### src/rtl/meas_hold_filter_pkg.sv
`default_nettype none
// ============================================================================
//  Module  : meas_hold_filter_pkg
//  Purpose : Constants shared by the display conditioning stage and by the
//            measurement and display tops that instantiate it.
//  Contents: PHAS_MAX       largest phase value the display may show
//            *_DEF          default averaging / refresh / timeout settings
//            clamp_phas()   limits a raw phase result to 0..PHAS_MAX
//  Revision: 1.0  initial release
// ============================================================================
package meas_hold_filter_pkg;

  localparam logic [11:0] PHAS_MAX = 12'd999;

  localparam int AVG_LOG2_DEF   = 2;
  localparam int REFRESH_MS_DEF = 500;
  localparam int TIMEOUT_MS_DEF = 2000;

  function automatic logic [11:0] clamp_phas(input logic [11:0] p);
    return (p > PHAS_MAX) ? PHAS_MAX : p;
  endfunction

endpackage : meas_hold_filter_pkg
`default_nettype wire

### src/rtl/meas_avg_accum.sv
`default_nettype none
// ============================================================================
//  Module  : meas_avg_accum
//  Purpose : Block averager. Sums 2**AVG_LOG2 samples in a widened
//            accumulator and presents the truncated mean in the same cycle
//            as the sample that completes the block.
//  Ports   : clk_1khz  in   clock, posedge
//            rst_n     in   asynchronous active-low reset
//            clear     in   discard the partial block
//            add       in   accept data this cycle
//            data      in   W-bit sample
//            done      out  this add completes a block (combinational)
//            avg       out  mean of the block, valid while done=1
//  Revision: 1.0  initial release
// ============================================================================
module meas_avg_accum
  import meas_hold_filter_pkg::*;
#(
  parameter int W        = 16,
  parameter int AVG_LOG2 = AVG_LOG2_DEF
) (
  input  logic         clk_1khz,
  input  logic         rst_n,
  input  logic         clear,
  input  logic         add,
  input  logic [W-1:0] data,
  output logic         done,
  output logic [W-1:0] avg
);

  localparam int AW = W + AVG_LOG2;

  logic [AW-1:0]       acc_q, acc_d;
  logic [AVG_LOG2-1:0] cnt_q, cnt_d;
  logic [AW-1:0]       sum;
  logic                last;

  always_comb begin
    sum   = acc_q + {{AVG_LOG2{1'b0}}, data};
    // Sample count wraps naturally: all-ones means this add is the last one.
    last  = &cnt_q;
    done  = add & ~clear & last;
    avg   = sum[AW-1:AVG_LOG2];
    acc_d = acc_q;
    cnt_d = cnt_q;
    if (clear) begin
      acc_d = '0;
      cnt_d = '0;
    end else if (add) begin
      if (last) begin
        acc_d = '0;
        cnt_d = '0;
      end else begin
        acc_d = sum;
        cnt_d = cnt_q + {{(AVG_LOG2-1){1'b0}}, 1'b1};
      end
    end
  end

  always_ff @(posedge clk_1khz or negedge rst_n) begin
    if (!rst_n) begin
      acc_q <= '0;
      cnt_q <= '0;
    end else begin
      acc_q <= acc_d;
      cnt_q <= cnt_d;
    end
  end

endmodule : meas_avg_accum
`default_nettype wire

### src/rtl/meas_hold_filter.sv
`default_nettype none
// ============================================================================
//  Module  : meas_hold_filter
//  Purpose : Conditions raw frequency/phase results for the scan display:
//            block averaging, fixed-rate refresh, and forced zero + stale
//            flag when the measurement core goes quiet.
//  Ports   : clk_1khz   in   scan clock, posedge
//            rst_n      in   asynchronous active-low reset
//            raw_valid  in   one-cycle pulse, raw_fre/raw_phas valid
//            raw_fre    in   16-bit raw frequency, unsigned
//            raw_phas   in   12-bit raw phase, clamped to 0..999 here
//            fre        out  held frequency
//            phas       out  held phase, 0..999
//            upd        out  one-cycle pulse when fre/phas take a new source
//            stale      out  no fresh data, outputs forced to 0
//  Revision: 1.0  initial release
// ============================================================================
module meas_hold_filter
  import meas_hold_filter_pkg::*;
#(
  parameter int AVG_LOG2   = AVG_LOG2_DEF,
  parameter int REFRESH_MS = REFRESH_MS_DEF,
  parameter int TIMEOUT_MS = TIMEOUT_MS_DEF
) (
  input  logic        clk_1khz,
  input  logic        rst_n,
  input  logic        raw_valid,
  input  logic [15:0] raw_fre,
  input  logic [11:0] raw_phas,
  output logic [15:0] fre,
  output logic [11:0] phas,
  output logic        upd,
  output logic        stale
);

  localparam int RW = (REFRESH_MS > 1) ? $clog2(REFRESH_MS) : 1;
  localparam int IW = (TIMEOUT_MS > 1) ? $clog2(TIMEOUT_MS) : 1;
  localparam logic [RW-1:0] REF_LAST  = RW'(REFRESH_MS - 1);
  localparam logic [IW-1:0] IDLE_LAST = IW'(TIMEOUT_MS - 1);

  logic [RW-1:0] ref_cnt_q, ref_cnt_d;
  logic [IW-1:0] idle_q, idle_d;
  logic [15:0]   pend_f_q, pend_f_d;
  logic [11:0]   pend_p_q, pend_p_d;
  logic          pend_vld_q, pend_vld_d;
  logic          part_q, part_d;
  logic [15:0]   fre_q, fre_d;
  logic [11:0]   phas_q, phas_d;
  logic          upd_q, upd_d;
  logic          stale_q, stale_d;

  logic [11:0]   phas_c;
  logic          tick;
  logic          timeout;
  logic          done_f, done_p, blk_done;
  logic [15:0]   avg_f;
  logic [11:0]   avg_p;

  assign phas_c = clamp_phas(raw_phas);

  // Both averagers see identical strobes, so their done pulses coincide.
  meas_avg_accum #(.W(16), .AVG_LOG2(AVG_LOG2)) u_avg_fre (
    .clk_1khz (clk_1khz),
    .rst_n    (rst_n),
    .clear    (timeout),
    .add      (raw_valid),
    .data     (raw_fre),
    .done     (done_f),
    .avg      (avg_f)
  );

  meas_avg_accum #(.W(12), .AVG_LOG2(AVG_LOG2)) u_avg_phas (
    .clk_1khz (clk_1khz),
    .rst_n    (rst_n),
    .clear    (timeout),
    .add      (raw_valid),
    .data     (phas_c),
    .done     (done_p),
    .avg      (avg_p)
  );

  assign blk_done = done_f & done_p;

  always_comb begin
    tick    = (ref_cnt_q == REF_LAST);
    // part_q mirrors "partial block in progress" so a half-filled block
    // still arms the timeout. Once everything is clear and stale, nothing
    // re-arms it without a new raw_valid, so the event cannot repeat.
    timeout = ~raw_valid && (idle_q == IDLE_LAST) &&
              (~stale_q || pend_vld_q || part_q);

    ref_cnt_d  = tick ? '0 : ref_cnt_q + RW'(1);
    idle_d     = raw_valid ? '0 :
                 (idle_q == IDLE_LAST) ? idle_q : idle_q + IW'(1);

    pend_f_d   = pend_f_q;
    pend_p_d   = pend_p_q;
    pend_vld_d = pend_vld_q;
    part_d     = part_q;
    fre_d      = fre_q;
    phas_d     = phas_q;
    stale_d    = stale_q;
    upd_d      = 1'b0;

    if (timeout) begin
      fre_d      = '0;
      phas_d     = '0;
      stale_d    = 1'b1;
      upd_d      = ~stale_q;
      pend_vld_d = 1'b0;
      part_d     = 1'b0;
    end else begin
      if (tick && pend_vld_q) begin
        fre_d      = pend_f_q;
        phas_d     = pend_p_q;
        stale_d    = 1'b0;
        upd_d      = 1'b1;
        pend_vld_d = 1'b0;
      end
      // Evaluated after the tick so a block finishing on the tick cycle
      // is parked in pend for the next refresh.
      if (raw_valid) begin
        part_d = ~blk_done;
        if (blk_done) begin
          pend_f_d   = avg_f;
          pend_p_d   = avg_p;
          pend_vld_d = 1'b1;
        end
      end
    end
  end

  always_ff @(posedge clk_1khz or negedge rst_n) begin
    if (!rst_n) begin
      ref_cnt_q  <= '0;
      idle_q     <= '0;
      pend_f_q   <= '0;
      pend_p_q   <= '0;
      pend_vld_q <= 1'b0;
      part_q     <= 1'b0;
      fre_q      <= '0;
      phas_q     <= '0;
      upd_q      <= 1'b0;
      stale_q    <= 1'b1;
    end else begin
      ref_cnt_q  <= ref_cnt_d;
      idle_q     <= idle_d;
      pend_f_q   <= pend_f_d;
      pend_p_q   <= pend_p_d;
      pend_vld_q <= pend_vld_d;
      part_q     <= part_d;
      fre_q      <= fre_d;
      phas_q     <= phas_d;
      upd_q      <= upd_d;
      stale_q    <= stale_d;
    end
  end

  assign fre   = fre_q;
  assign phas  = phas_q;
  assign upd   = upd_q;
  assign stale = stale_q;

endmodule : meas_hold_filter
`default_nettype wire

### config.mk
export PLATFORM = sky130hd
export DESIGN_NAME = meas_hold_filter
export DESIGN_NICKNAME = d
export VERILOG_FILES = /design/src/rtl/meas_hold_filter_pkg.sv /design/src/rtl/meas_avg_accum.sv /design/src/rtl/meas_hold_filter.sv
export SDC_FILE = /design/constraint.sdc
export NUM_CORES = 1
export LEC_CHECK = 0
export ABC_AREA = 1
export CAP_MARGIN = 20
export CORE_AREA = 10 10 124 126
export DETAILED_ROUTE_END_ITERATION = 8
export DIE_AREA = 0 0 134 136
export PLACE_DENSITY = 0.74
export SLEW_MARGIN = 20
export SYNTH_ARGS = -nofsm -noshare
export SYNTH_HDL_FRONTEND = slang
export SYNTH_SLANG_ARGS = --single-unit
export TNS_END_PERCENT = 1
### constraint.sdc
create_clock -name clk_1khz -period 1.9 [get_ports clk_1khz]
set_input_delay 0.38 -clock clk_1khz [delete_from_list [all_inputs] [get_ports clk_1khz]]
set_output_delay 0.38 -clock clk_1khz [all_outputs]
set_load 0.01 [all_outputs]
==> metrics.txt <==
core footprint=13000 sq um; Syn-to-layout area delta=31.2%; DP Area=8030 sq um; relative slew slack=64.3%; GPL Wtd Cong=0.958; Setup crit start=raw_phas[0]; Yosys reg bits=116; Final Skew=0.00913 ns; CP max FO=3; pin count of the biggest net entering global routing=37; Ports=61; Req. time, crit path=2.25 ns; most frequent cell after synthesis=nand2_1; Post-layout nets=1068; worst-margin pin slew=0.534 ns; Synth cell types=41; unrepaired setup endpoints after global routing=yes; Syn Std Cell Area=6750 sq um; Worst-path clk slew=0.05 ns; post-synthesis sequential area ratio=43.0%; outcome=completed; CTS Root Buffer Type=clkbuf_16; number of port buffers=60; CP Data Arrival Time=2.25 ns; max_cap viols=0; min Tclk post-route=1.90 ns; global route overflow=0; FILL cells=1031; clock latency on the worst-skew pair=0.42 ns; Pins Over Slew Limit=0; Peak VDD IR=0.766 mV; Final Setup Violations=0; vias after detailed routing=6279; Synthesis Warnings=0; Synth top cells by count=nand2_1 (286), dfrtp_1 (115), nand3_1 (90), inv_1 (83); detailed-route wire length=17600 um; Inserted Diodes=0; drt first pass iters=5; Post-Syn Instances=878; Synth area leader=dfrtp_1; Worst Hold Class=in2async; clock tree buffer depth=2; Async S/R FF share, synth=100%; CP Capture Type=register; GRT Overall Usage=19.2%; initial core utilization=52.0%; vias in the first global route=5951; leakage=4.61 nW; final core occ=68.3%; H-tree depth=4; share of the synthesized area in the top cell type=42.6%; setup slack after layout=0.000551 ns; Synth area leaders=dfrtp_1 (43%), nand2_1 (16%), nand3_1 (6.7%), ha_1 (6.1%), inv_1 (4.6%); DPL Wire Length=12300 um; Rows=42; Reg-to-Reg Start=u_avg_fre.acc_q[0]$_DFFE_PN0P_; pre-CTS worst setup slack=-0.910 ns; CTS Buf Count=17; antenna violations before repair=0; fin crit share=100%; # clock sinks=116; Mapped Avg Cell Area=7.69 sq um; fmax=0.526 GHz; routed wire length per instance=14.8 um; crit path kind=in2reg; PwrDens=1370 nW/um^2; Final ANT Viol Nets=0; number of DRC markers in iteration 0=511; total power=12.1 mW; first-pass GRT wire length=28800 um; CTS tree=yes; die area=18200 sq um; Post-synth top flop=dfrtp_1; Via density=5.28; share of cells above drive strength 1=18.9%; R2R Setup Slk=0.07 ns; Post-synth EDFFs=0; final hold violation count=0; DR DRC count=0; Startpoint Class=input pin; final instance area=8860 sq um; Die Height=136 um; Die X=134 um
## final timing paths
| path | end | cells after the start |
|---|---|---|
| min in group clk_1khz | u_avg_fre.cnt_q[0]$_DFFE_PN0P_ | 1 |
| setup / recovery | pend_p_q[10]$_DFFE_PN0P_ | 13 |
| hold reg to reg | u_avg_fre.cnt_q[0]$_DFFE_PN0P_ | 1 |
| setup reg to reg | pend_f_q[10]$_DFFE_PN0P_ | 10 |
| hold / removal | fre[13]$_DFFE_PN0P_ | 2 |
| max in group asynchronous | stale$_DFFE_PN1P_ | 3 |
## final cells by class
class | instances | area (sq um) | area share (%)
inverters | 87 | 337 | 3.80
flip-flops and latches | 116 | 2900 | 32.8
clock inverters | 9 | 131 | 1.48
well taps | 176 | 220 | 2.48
clock buffers | 21 | 440 | 4.97
repair buffers | 130 | 1200 | 13.5
multi-input cells | 650 | 3630 | 41.0
## layout by cell type (no fill, tap or decap), types with 4 or more instances in the layout
master,n
nand3b_1,12
inv_1,80
clkbuf_2,5
inv_2,5
dfrtp_1,115
o21ai_0,43
nor2_1,43
ha_1,24
clkbuf_1,4
nand2_4,6
o21ai_1,19
ha_4,8
or2_4,5
buf_12,7
buf_4,63
nand2_2,21
or2_2,4
nand3_2,4
xor2_1,5
xnor2_1,6
nand4_1,5
nand2_1,271
clkbuf_16,17
nand3_1,85
a31oi_1,4
nor2_2,6
clkdlybuf4s50_1,49
a21oi_2,8
a21oi_1,30
nor3_1,12
## logic make-up (layout without fill, tap and decap cells)
| kind of cell | count (synthesis) | count (layout) | synth area share [%] |
|---|---|---|---|
| and+or+nand+nor | 488 | 489 | 32.3 |
| DFF | 116 | 116 | 43.0 |
| buffers and inverters | 114 | 247 | 7.69 |
| AOI/OAI and AO/OA | 111 | 111 | 8.56 |
| adders and majority gates | 35 | 35 | 6.71 |
| xor gates and xnor gates | 13 | 13 | 1.69 |
| other | 1 | 2 | 0.0555 |
## flip-flops by register name (all words and copies together), names as in the netlist, 2 cells and up
signal,count
u_avg_fre.cnt_q,2
u_avg_fre.acc_q,18
u_avg_phas.cnt_q,2
pend_f_q,16
idle_q,11
phas,12
ref_cnt_q,9
u_avg_phas.acc_q,14
pend_p_q,12
fre,16
## layer usage
metal	track usage (%)	vias up	share of wire, %
li1	-	3107	-
met1	25.8	2948	47
met2	30.0	200	46
met3	5.20	24	5.7
met4	5.38	0	1.3
met5	0	-	0
## metrics by stage
step           TNS, ns  hold slack [ns]  cells
4_1_cts              0            0.444   1189
3_5_place_dp    -29.61            0.348   1155
3_3_place_gp    -28.26            0.347   1155
6_report             0            0.441   1189
2_1_floorplan    -2.46           0.0844    879
5_1_grt         -0.999            0.467   1189
## critical path: stages
cell and delay (ns):
clkdlybuf4s50_1 0.41, or2_4 0.26, ha_4 0.16, fa_2 0.36, nand3_2 0.09, nand2_4 0.07, nand2_2 0.08, nand2_2 0.07
nand2_2 0.08, nand2_1 0.06, nand2_1 0.08, nand3_1 0.08, nand2_1 0.07
## what timing repair did
action | 4_1_cts | 5_1_grt
buffers inserted | 2 | 0
endpoints found under the hold margin | 24 | 0
hold buffers | 1 | 0
resized for setup | 48 | 46
endpoints found under the setup margin | 29 | 56
pin swaps | 14 | 9
cloned | 1 | 0
## power by group
group | switching (mW) | internal [mW] | total, mW
logic | 2.91 | 2.33 | 5.24
clock network | 1.13 | 2.04 | 3.17
registers | 0.550 | 3.15 | 3.70
total | 4.60 | 7.52 | 12.1
(Power assumes the default switching activity.)
